===== config.mk =====
export PLATFORM = sky130hd
export DESIGN_NAME = demux_wide_narrow
export DESIGN_NICKNAME = d
export VERILOG_FILES = /design/src/rtl/demux_wide_narrow.sv
export SDC_FILE = /design/constraint.sdc
export NUM_CORES = 1
export LEC_CHECK = 0
export BUFFER_PORTS_ARGS = -buffer_cell sky130_fd_sc_hd__buf_2
export CORE_ASPECT_RATIO = 1.2
export CORE_MARGIN = 3
export CORE_UTILIZATION = 45
export DETAILED_ROUTE_END_ITERATION = 10
export PLACE_DENSITY = 0.73
export SLEW_MARGIN = 20
export SYNTH_ARGS = -nofsm -noshare
export SYNTH_HDL_FRONTEND = slang
export SYNTH_SLANG_ARGS = --single-unit

===== constraint.sdc =====
create_clock -name clk_4f -period 1.58 [get_ports clk_4f]
set_input_delay 0.237 -clock clk_4f [delete_from_list [all_inputs] [get_ports clk_4f]]
set_output_delay 0.237 -clock clk_4f [all_outputs]
set_load 0.1 [all_outputs]

===== src/rtl/demux_wide_narrow.sv =====
// Wide-to-narrow demultiplexer: slices each W_IN word into N = W_IN/W_OUT
// output symbols, with a one-word pending buffer so a new word can be taken
// while the current one is still being emitted.
module demux_wide_narrow #(
    parameter int unsigned         W_IN      = 32,
    parameter int unsigned         W_OUT     = 8,
    parameter int unsigned         MSB_FIRST = 1,
    parameter logic [W_OUT-1:0]    IDLE_SYM  = W_OUT'(8'hBC)
) (
    input  logic             clk_4f,
    input  logic             reset,
    input  logic [W_IN-1:0]  in_data,
    input  logic             in_valid,
    output logic             in_ready,
    output logic [W_OUT-1:0] out_data,
    output logic             out_valid,
    input  logic             out_ready,
    output logic             out_last
);

    localparam int unsigned N     = W_IN / W_OUT;
    localparam int unsigned IDX_W = (N > 1) ? $clog2(N) : 1;
    localparam logic [IDX_W-1:0] LAST_IDX = IDX_W'(N - 1);

    // Reject widths that do not split into at least two whole slices.
    if ((W_IN % W_OUT) != 0 || N < 2) begin : g_bad_cfg
        $error("demux_wide_narrow: W_IN must be a multiple of W_OUT with N >= 2");
    end

    logic [W_IN-1:0]  cur_q, cur_d;
    logic [W_IN-1:0]  nxt_q, nxt_d;
    logic [IDX_W-1:0] idx_q, idx_d;
    logic             busy_q, busy_d;
    logic             nxt_full_q, nxt_full_d;

    logic             accept;
    logic             xfer;
    logic             at_last;
    logic             refill;
    logic [W_OUT-1:0] slice;

    assign in_ready = !nxt_full_q;
    assign accept   = in_valid & in_ready;
    assign xfer     = busy_q & out_ready;
    assign at_last  = (idx_q == LAST_IDX);

    // Select slice idx of the current word in the configured order.
    always_comb begin
        slice = '0;
        for (int i = 0; i < N; i++) begin
            if (idx_q == IDX_W'(i)) begin
                if (MSB_FIRST != 0) slice = cur_q[W_IN-1-i*W_OUT -: W_OUT];
                else                slice = cur_q[i*W_OUT +: W_OUT];
            end
        end
    end

    // Output drive: idle symbol whenever nothing is being sliced.
    always_comb begin
        out_valid = busy_q;
        out_last  = busy_q & at_last;
        out_data  = busy_q ? slice : IDLE_SYM;
    end

    // Next-state: load/advance cur, park an early word in nxt.
    always_comb begin
        cur_d      = cur_q;
        nxt_d      = nxt_q;
        idx_d      = idx_q;
        busy_d     = busy_q;
        nxt_full_d = nxt_full_q;
        refill     = 1'b0;

        if (!busy_q) begin
            if (accept) begin
                cur_d  = in_data;
                idx_d  = '0;
                busy_d = 1'b1;
                refill = 1'b1;
            end
        end else if (xfer) begin
            if (!at_last) begin
                idx_d = idx_q + IDX_W'(1);
            end else if (nxt_full_q) begin
                cur_d      = nxt_q;
                idx_d      = '0;
                nxt_full_d = 1'b0;
                refill     = 1'b1;
            end else if (accept) begin
                // Bypass: the new word goes straight into cur, no bubble.
                cur_d  = in_data;
                idx_d  = '0;
                refill = 1'b1;
            end else begin
                busy_d = 1'b0;
            end
        end

        // nxt is only written when empty, since accept implies !nxt_full.
        if (busy_q && accept && !refill) begin
            nxt_d      = in_data;
            nxt_full_d = 1'b1;
        end
    end

    // State registers with synchronous reset.
    always_ff @(posedge clk_4f) begin
        if (reset) begin
            cur_q      <= '0;
            nxt_q      <= '0;
            idx_q      <= '0;
            busy_q     <= 1'b0;
            nxt_full_q <= 1'b0;
        end else begin
            cur_q      <= cur_d;
            nxt_q      <= nxt_d;
            idx_q      <= idx_d;
            busy_q     <= busy_d;
            nxt_full_q <= nxt_full_d;
        end
    end

endmodule


* Word level (Yosys, flattened, before mapping)
Index checks and enable logic that the tools add are counted.
** Storage, ports and cells
- Bits in registers :: 68
- Latch bits :: 0
- RAM bits :: 0
- Memory bits (read-only) :: 0
- Input bits :: 36
- Output and inout port bits :: 11
- Logic and storage cells :: 51
- Memories :: 0
** Operators by class
- $add $sub $neg :: 1
- Multiply operators :: 0
- Divide/modulo/power cells :: 0
- Magnitude comparators :: 0
- Equality and inequality tests :: 5
- Shifts and indexed selects :: 0
- Muxes and demuxes :: 27
- Bitwise operators :: 3
- Reductions and logical operators :: 10
** Operators by type and width (number)
- $mux 32 :: 5
- $mux 8 :: 5
- $mux 1 :: 12
- $mux 2 :: 5
- $reduce_bool 2->1 :: 3
- $eq 2x2->1 const B :: 2
- $ne 2x1->1 const B :: 2
- $and 1x1->1 :: 3
- $reduce_and 3->1 :: 1
- $add 2x1->2 const B :: 1
- $eq 2x1->1 const B :: 1
- $logic_and 1x1->1 :: 2
- $logic_not 1->1 :: 2
- $logic_not 2->1 :: 1
- $reduce_and 2->1 :: 1

* Logic depth before layout (Yosys ltp)
Gate-level depths: netlist of the first run.
- Depth after elaboration :: 11
- Gate-level depth with buffers :: 6
- Depth with buffers taken out :: 5

* Worst setup path after synthesis of the first run
OpenSTA, ideal clock, no wires.
- Path type :: reg2out
- From :: register busy_q (netlist: out_valid)
- To :: output port out_data[0]
- Data arrival time :: 2.905 ns
- Data required time :: 1.343 ns
- Setup slack :: -1.562 ns
- Stages on the path, launching flop included :: 4
- Buffers on the path :: 1
- Cells stage by stage :: dfxtp_1 -> buf_6 -> and2_1 -> a32o_1
** On the way
- Longest elaborated chain between the ends :: 1
** Ends and longest elaborated chain
- from (decl) :: RTL line 33 : logic busy_q, busy_d;
- from (signal assigned) :: RTL line 118 : busy_q <= busy_d;
- $mux 8 :: RTL line 62 : out_data = busy_q ? slice : IDLE_SYM;
- to (decl) :: RTL line 15 : output logic [W_OUT-1:0] out_data,
No other way between the ends.

* Final worst setup path of the first run
- From :: register idx_q[1]
- To :: output port out_data[4]
** On the way
- Longest elaborated chain between the ends :: 6
- Elaborated cells between the ends (all ways) :: 9
- Classes of those cells :: eq/ne: 3; mux: 5; reduce/logical: 1
** Ends and longest elaborated chain
- from (decl) :: RTL line 32 : logic [IDX_W-1:0] idx_q, idx_d;
- from (signal assigned) :: RTL line 117 : idx_q <= idx_d;
- $logic_not 2->1 :: RTL line 51 : if (idx_q == IDX_W'(i)) begin
- $mux 8 (3 in series) :: RTL line 51
- $mux 8 (*) :: RTL line 51
- $mux 8 (*) :: RTL line 62
Every way passes the cells marked *; elsewhere a longest branch is shown, timed or not.

==> flow_summary.yaml, run 1 <==
outcome:
  status: "finished with violations"
  violations: "negative setup slack"
synthesis:
  synthCells: 417
  synth_top_cell_area_share_pct: 37.38
  ys_warn_count: 0
  ys_seq_area_share_pct: 37.38
  synth-compound-area-share_pct: 35.73
  synthAdderAreaFrac_pct: 1.374
  synth-seq-cells: 68
  synth_nets: 457
  synthXorXnorAreaFrac_pct: 0
  synth.cell_area_um2: 3642
  yosys.area_share.simple_pct: 15.73
  synth_cell_types: 32
  synth.area.top_cells: "dfxtp_1 37%, a21oi_1 11%, or3b_1 7.7%"
  avgSynthCellArea_um2: 8.734
  synth_top_family_by_area: "compound AO/OA/AOI/OAI gates"
  synth_top_cell_by_area: "dfxtp_1"
  synthMuxAreaShare_pct: 0.4122
place:
  routabilityCongestion: 0.8634
  hpwl_um: 6563
  io_buffers: 46
  dpl_worst_slack_ps: -323.0
worst_setup_path:
  end_kind: "output pin"
  worstPathMaxFanout: 8
  required_ps: 1340
  startpoint_type: "flop"
  critPathKind: "reg2out"
  reg2reg_setup_slack_ps: -100
  worstPathArrival_ps: 1850
grt:
  grt_pass1_wl_um: 17080
  grt_antenna_before_repair: 0
  grt_pass1_vias: 3341
  overflow: 0
  track_usage_pct: 23.24
  grt_max_degree: 36
detailed_routing:
  num_vias: 3487
  dr.pass1.iters: 6
  vias_per_cell: 6.227
  drt-wirelength-per-cell_um: 18.58
  drtIter0Drc: 344
  drc: 0
  drtAntennaViolNets: 0
  wl_um: 10410
timing:
  slew_violations: 0
  max_slew.worst_pin.slew_ps: 486.8
  min_period_ps: 2090
  relSlewSlack_pct: 67.77
  setup_slack_ps: -510.2
  grt_setup_unrepaired: "true"
  fmax_mhz: 478.4
  finalSetupViolCount: 42
  fin_crit_sh_pct: 132.3
  finalHoldViolations: 0
  finClkSkew_ps: 12.71
  setup_tns_ps: -4792
layout:
  syn2layout_area_growth_pct: 28.17
  final_nets: 503
  post-route-util_pct: 59.89
  layout_commonest_cell: "a21oi_1"
  n_antenna_cell: 0
  most-common-layout-cells: "74 x a21oi_1, 64 x dfxtp_1, 36 x o21ai_1, 36 x buf_2"
  layout-drive-gt1-share_pct: 33.12
  fillers: 669
clock_tree:
  cts.sinks: 68
  clkLatencyLatePin_ps: 340
  cts_root_buffer: "clkbuf_8"
  clk_path_buf_depth: 2
  cts_max_level: 3
  cts_buffers: 9
  cts_tree: "built"
  clk_pin_slew_ps: 80
  postCtsHoldBufs: 0
power:
  p_per_area_nw_per_um2: 1019
  p_leak_nw: 1.737
  p_total_mw: 4.759
  max-vdd-ir-drop_mv: 0.6362
floorplan:
  num_rows: 35
  die_h_um: 104.6
  die_area_um2: 9213
  boundaryPins: 47
  die_x_um: 88.13
  core_um2: 7795
  start_util_pct: 46.73
job:
  maxCapViolCount: 0
worst_hold_path:
  hold_path_class: "in2reg"
## worst max-delay path, cell delays in order, from the launching register on
cell,delay [ps]
dfxtp_2,360
buf_6,100
ha_4,200
buf_6,150
buf_6,90
a21oi_1,60
a221o_4,380
buf_12,170
## layout make-up
| type | instances | area, um2 | share of cell area [%] |
|---|---|---|---|
| Clock buffer | 13 | 168.9 | 3.618 |
| Clock inverter | 3 | 66.31 | 1.421 |
| Inverter | 9 | 36.28 | 0.7773 |
| Multi-Input combinational cell | 290 | 2131 | 45.64 |
| Sequential cell | 68 | 1371 | 29.38 |
| Tap cell | 92 | 115.1 | 2.466 |
| Timing Repair Buffer | 85 | 779.5 | 16.70 |
## cells by family after synthesis
group | after synthesis
compound gates | 197
buf+inv | 60
mux | 1
simple gates | 87
flops | 68
fa+ha+maj | 4
## power by group
group,switching [mW],total [mW],internal (mW)
logic,0.661,1.13,0.471
registers,0.109,1.95,1.84
clock network,0.655,1.68,1.02
## cells in the mapped netlist
library cell	n
a211oi_1	15
a211oi_2	18
a21bo_1	1
a21oi_1	79
a221o_1	5
a2bb2oi_1	1
a311oi_1	2
a31oi_1	1
a32o_1	3
and2_1	3
and3b_1	1
buf_1	4
buf_2	24
buf_4	9
buf_6	7
clkbuf_1	7
dfxtp_1	68
ha_1	4
inv_1	7
inv_2	2
mux2_4	1
nand2_1	11
nand2b_1	4
nand3_1	32
nand3b_4	1
nand4b_1	1
nor2_1	1
nor2b_1	1
o21ai_1	40
o31ai_1	31
o31ai_2	1
or3b_1	32
## metrics by stage
step	hold slack (ps)	cells	cell area, um2
final	149.1	560	4668
after global placement	465.6	538	4215
after detailed placement	470.9	538	4215
after CTS	137.7	560	4648
after floorplan	384.7	417	3766
after global routing	143.7	560	4668
## routing by layer
| layer | global-route usage [%] | wire length, um | vias to the layer above |
|---|---|---|---|
| li1 | - | - | 1666 |
| met1 | 32.99 | 4509 | 1680 |
| met2 | 36.26 | 5190 | 127 |
| met3 | 3.943 | 554 | 14 |
| met4 | 6.263 | 153 | 0 |
| met5 | 0 | 0 | - |
## worst paths after layout
| path | from | to | cells after the start |
|---|---|---|---|
| max | idx_q[1] | out_data[4] | 7 |
| max reg2reg | idx_q[0] | cur_q[0] | 6 |
| min reg2reg | nxt_q[17] | nxt_q[17] | 2 |
| min | in_data[17] | nxt_q[17] | 3 |
## flip-flops by register name (all words and copies together), names as in the netlist
signal	cells
nxt_full_q	1
out_valid	1
cur_q	32
nxt_q	32
idx_q	2
## repair_timing
item,CTS,global route
cloned,1,0
resized for setup,43,6
buffers inserted,5,0
pin swaps,6,2
endpoints found under the setup margin,75,77
Note: power is estimated with default switching activity, not from simulation.
==> run 2, diff against run 1 <==
==> constraint.sdc (replaced) <==
create_clock -name clk_4f -period 1.58 [get_ports clk_4f]
set_input_delay 0.237 -clock clk_4f [delete_from_list [all_inputs] [get_ports clk_4f]]
set_output_delay 0.237 -clock clk_4f [all_outputs]
set_load 0.02 [all_outputs]
==> run 2 against run 1 <==
The flow still finishes with violations (negative setup slack). Clock power increased by 5%. Utilization decreased by 4.4 points. Maximum frequency increased by 7.4%. Critical endpoint is now out_data[2]. Largest cell class unchanged. Cell area decreased by 7.4%. Highest routed layer unchanged. Non-clock buffer count decreased by 8.
==> flow_summary.yaml, run 2 (synthesis gave the netlist of run 1 again) <==
detailed_routing:
  drtAntennaViolNets: 0
  wl_um: 9961
  drt-wirelength-per-cell_um: 18.05
  drtIter0Drc: 406
  vias_per_cell: 6.149
  drc: 0
  num_vias: 3394
  dr.pass1.iters: 5
grt:
  grt_pass1_wl_um: 16170
  grt_max_degree: 39
  grt_antenna_before_repair: 0
  overflow: 0
  grt_pass1_vias: 3211
  track_usage_pct: 22.06
layout:
  fillers: 703
  post-route-util_pct: 55.47
  most-common-layout-cells: "77 x a21oi_1, 66 x dfxtp_1, 45 x buf_2, 40 x o21ai_1"
  syn2layout_area_growth_pct: 18.72
  n_antenna_cell: 0
  layout_commonest_cell: "a21oi_1"
  layout-drive-gt1-share_pct: 28.26
  final_nets: 495
  reg.largest.list: "cur_q (32), nxt_q (32), idx_q (2)"
  fin_cells: 552
clock_tree:
  cts_root_buffer: "clkbuf_8"
  cts.sinks: 68
  clkLatencyLatePin_ps: 350
  cts_tree: "built"
  postCtsHoldBufs: 0
  clk_path_buf_depth: 2
  clk_pin_slew_ps: 80
  cts_buffers: 9
  cts_max_level: 3
timing:
  slew_violations: 0
  fmax_mhz: 513.9
  finalHoldViolations: 0
  setup_tns_ps: -2905
  finalSetupViolCount: 10
  relSlewSlack_pct: 72.50
  fin_hold_ws_ps: 142.8
  min_period_ps: 1946
  setup_slack_ps: -366.0
  fin_crit_sh_pct: 123.2
  max_slew.worst_pin.slew_ps: 409.0
  finClkSkew_ps: 10.01
  grt_setup_unrepaired: "true"
worst_setup_path:
  startpoint_type: "flop"
  required_ps: 1340
  critPathKind: "reg2out"
  worstPathArrival_ps: 1710
  reg2reg_setup_slack_ps: -20
  reg2regPathDepth: 5
  worstReg2RegStart: "idx_q[0]"
  worstPathMaxFanout: 9
  reg2reg_to: "cur_q[0]"
  end_kind: "output pin"
floorplan:
  core_um2: 7795
  boundaryPins: 47
  num_rows: 35
  start_util_pct: 46.73
  die_x_um: 88.13
  die_h_um: 104.6
  die_area_um2: 9213
place:
  hpwl_um: 6423
  place_inst: 533
  io_buffers: 46
  routabilityCongestion: 0.9218
worst_hold_path:
  hold_path_class: "in2reg"
  holdPathEnd: "nxt_q[27]"
  min_from: "in_data[27]"
  whs_path_depth: 3
power:
  p_total_mw: 4.576
  max-vdd-ir-drop_mv: 0.6024
  p_leak_nw: 1.572
  p_per_area_nw_per_um2: 1058
job:
  maxCapViolCount: 0
outcome:
  violations: "negative setup slack"
  status: "finished with violations"
run 2: changes by cell type in the layout (fill, tap and decap cells not counted), sizes merged:
cell / previous run / this run
clkbuf: 13 / 9
buf: 85 / 77
bufinv: 2 / 3
inv: 10 / 11
clkinvlp: 0 / 2
run 2: critical path, stage by stage, from the launching register on:
cell and delay (ps):
dfxtp_2 360, buf_4 120, ha_4 190, buf_6 140
a21oi_1 80, a221o_1 310, buf_2 160
run 2: worst max-delay path by stage:
stage,startpoint,slack (ps),cells after the start,end
6_report,idx_q[1],-370,6,out_data[2]
5_1_grt,idx_q[1],-440,6,out_data[2]
4_1_cts,idx_q[1],-390,7,out_data[4]
3_5_place_dp,idx_q[1],-230,6,out_data[4]
3_3_place_gp,idx_q[1],-120,6,out_data[4]
2_1_floorplan,idx_q[0],6,6,out_data[4]
run 2: where the power goes:
part | total, mW | internal (mW) | leakage [nW] | switching [mW]
sequential | 1.94 | 1.84 | 0.559 | 0.0980
combinational | 0.864 | 0.372 | 0.896 | 0.492
clock | 1.77 | 1.06 | 0.116 | 0.714
run 2: final cells by class:
type                       count  area, um2  area share, %
multi-input combinational    290       2012          46.53
sequential                    68       1366          31.60
timing repair buffer          77      548.0          12.67
clock buffer                   9      123.9          2.865
clock inverter                 7      122.6          2.836
tap                           92      115.1          2.662
inverter                       9      36.28         0.8391
run 2: layer usage:
metal / part of all wire [%] / vias up / global-route usage, % / routed length (um)
met5: 0 / - / 0 / 0
met4: 2.7 / 0 / 9.287 / 264
met3: 6.6 / 18 / 4.653 / 656
met2: 46 / 125 / 31.09 / 4598
met1: 45 / 1605 / 32.31 / 4442
li1: - / 1646 / - / -
run 2: repair_timing:
item / in CTS / in global routing
pin swaps: 1 / 1
endpoints found under the setup margin: 41 / 60
resized for setup: 14 / 6
cloned: 0 / 1
buffers inserted: 2 / 0
run 2: per-stage QoR:
stage	cell area (um2)	worst slack [ps]
global route	4324	-437.5
floorplan	3646	5.808
global placement	3976	-115.9
finish	4324	-366.0
CTS	4292	-386.7
detailed placement	3976	-231.4
==> run 3, diff against run 2 <==
--- a/config.mk
+++ b/config.mk
@@ -6,11 +6,13 @@
 export NUM_CORES = 1
 export LEC_CHECK = 0
 export BUFFER_PORTS_ARGS = -buffer_cell sky130_fd_sc_hd__buf_2
+export CELL_PAD_IN_SITES_DETAIL_PLACEMENT = 1
+export CELL_PAD_IN_SITES_GLOBAL_PLACEMENT = 2
 export CORE_ASPECT_RATIO = 1.2
 export CORE_MARGIN = 3
-export CORE_UTILIZATION = 45
+export CORE_UTILIZATION = 32
 export DETAILED_ROUTE_END_ITERATION = 10
-export PLACE_DENSITY = 0.73
+export PLACE_DENSITY = 0.82
 export SLEW_MARGIN = 20
 export SYNTH_ARGS = -nofsm -noshare
 export SYNTH_HDL_FRONTEND = slang
==> run 3 against run 2 <==
Highest routed layer unchanged. Total power is 6.8% higher. Register-to-register slack lost 100 ps. Maximum frequency decreased by 2.8%. The run still ends with negative setup slack left. Sequential share of layout area shrank 2.3 points. Clock power increased by 12%.
==> flow_summary.yaml, run 3 (synthesis gave the netlist of run 1 again) <==
outcome:
  status: "finished with violations"
  violations: "negative setup slack"
layout:
  layout-drive-gt1-share_pct: 32.48
  most-common-layout-cells: "73 x a21oi_1, 66 x dfxtp_1, 38 x buf_2, 36 x o21ai_1"
  multiInputGateArea_um2: 2097
  fillers: 1294
  final_nets: 504
  layout_commonest_cell: "a21oi_1"
  n_antenna_cell: 0
  reg.largest.list: "cur_q (32), nxt_q (32), idx_q (2)"
  ff_latch_area_um2: 1366
  post-route-util_pct: 42.00
  syn2layout_area_growth_pct: 27.86
clock_tree:
  postCtsHoldBufs: 0
  cts_buffers: 9
  clkLatencyLatePin_ps: 340
  clk_pin_slew_ps: 60
  cts_tree: "built"
  cts.sinks: 68
  clk_path_buf_depth: 2
  cts_max_level: 3
  cts_root_buffer: "clkbuf_16"
power:
  p_int_mw: 3.510
  p_per_area_nw_per_um2: 1050
  netSwitchingFraction_pct: 28.20
  p_total_mw: 4.888
  seqPwrFrac_pct: 40.0
  power.share.clock_pct: 40.6
  power_switching_mw: 1.379
  p_leak_nw: 1.702
  max-vdd-ir-drop_mv: 0.6257
  p_comb_share_pct: 19.4
detailed_routing:
  wl_met2_um: 5968
  drtIter0Drc: 163
  drtAntennaViolNets: 0
  m1WireLength_um: 5584
  wl_met3_um: 519
  wl_um: 12350
  dr.pass1.iters: 4
  maxUsedRoutingLayer: "met4"
  drt-wirelength-per-cell_um: 19.86
  num_vias: 3538
  vias_per_cell: 5.688
  drc: 0
worst_setup_path:
  required_ps: 1340
  startpoint_type: "flop"
  reg2reg_setup_slack_ps: -120
  end_kind: "output pin"
  worstPathMaxFanout: 7
  reg2regPathDepth: 5
  worstPathArrival_ps: 1770
  critPathKind: "reg2out"
  reg2reg_to: "cur_q[10]"
  worstReg2RegStart: "idx_q[0]"
floorplan:
  die_area_um2: 12700
  start_util_pct: 32.85
  num_rows: 42
  boundaryPins: 47
  die_h_um: 122.9
  die_x_um: 103.4
  core_um2: 11090
timing:
  grt_setup_unrepaired: "true"
  fin_crit_sh_pct: 126.8
  setup_slack_ps: -423.0
  fmax_mhz: 499.3
  finClkSkew_ps: 11.51
  max_slew.worst_pin.slew_ps: 487.9
  finalHoldViolations: 0
  slew_violations: 0
  finalSetupViolCount: 41
  relSlewSlack_pct: 67.19
  min_period_ps: 2003
place:
  routabilityCongestion: 0.8404
  hpwl_um: 7682
  io_buffers: 46
worst_hold_path:
  min_from: "in_data[2]"
  holdPathEnd: "nxt_q[2]"
  hold_path_class: "in2reg"
  whs_path_depth: 3
grt:
  overflow: 0
  track_usage_pct: 19.49
  grt_pass1_vias: 3528
  grt_max_degree: 42
  grt_pass1_wl_um: 18930
  grt_antenna_before_repair: 0
job:
  maxCapViolCount: 0
[run 3: cell types whose count changed in the layout (fill, tap and decap cells not counted), sizes merged]
cell and delta:
clkinv +1, clkinvlp -2, buf +9, bufinv -2, clkbuf +4, inv -2
[run 3: final cells by class]
type | instances | area share [%]
Inverter | 9 | 0.8866
Sequential cell | 68 | 29.34
Tap cell | 154 | 4.138
Multi-Input combinational cell | 290 | 45.03
Clock buffer | 13 | 5.373
Clock inverter | 2 | 0.7523
Timing Repair Buffer | 86 | 14.48
[run 3: worst max path at each step]
stage / from / to / slack (ps) / cells after the start
after floorplan: idx_q[0] / out_data[4] / 6 / 6
after global placement: idx_q[1] / out_data[4] / -90 / 7
after detailed placement: idx_q[1] / cur_q[20] / -160 / 5
after CTS: idx_q[1] / out_data[7] / -370 / 7
after global routing: idx_q[1] / out_data[0] / -450 / 7
final: idx_q[1] / out_data[0] / -420 / 7
[run 3: worst max-delay path, cell delays in order, from the launching register on]
cell      delay, ps
dfxtp_2         360
buf_6           110
ha_4            210
buf_6           170
buf_6           130
nand2b_1         50
a32o_2          270
buf_6           130
[run 3: power groups by stage]
| stage | combinational, mW | sequential (mW) | clock [mW] |
|---|---|---|---|
| floorplan | 0.616 | 1.93 | 0 |
| global placement | 0.829 | 1.97 | 0 |
| detailed placement | 0.851 | 1.97 | 0 |
| CTS | 0.913 | 1.94 | 2.03 |
| global route | 1.04 | 1.97 | 2.08 |
| finish | 0.949 | 1.95 | 1.98 |
[run 3: what timing repair did]
item,in CTS,in global routing
pin swaps,13,11
resized for setup,47,15
setup buffers,3,2
endpoints found under the setup margin,66,76
cloned,0,1
hold endpoints to repair,0,0
[run 3: metal layers]
layer | track usage, % | vias to the layer above
li1 | - | 1670
met1 | 26.46 | 1765
met2 | 30.50 | 83
met3 | 3.923 | 20
met4 | 6.883 | 0
met5 | 0 | -
[run 3: metrics by stage]
stage	worst slack [ps]	cells	instance area, um2	setup TNS (ps)	hold WS, ps
2_1_floorplan	5.808	417	3646	0	384.7
3_3_place_gp	-89.17	601	4099	-4055	466.1
3_5_place_dp	-158.9	601	4099	-5925	476.4
4_1_cts	-374.8	619	4554	-3771	150.8
5_1_grt	-453.7	622	4657	-9234	168.3
6_report	-423.0	622	4657	-5427	162.9
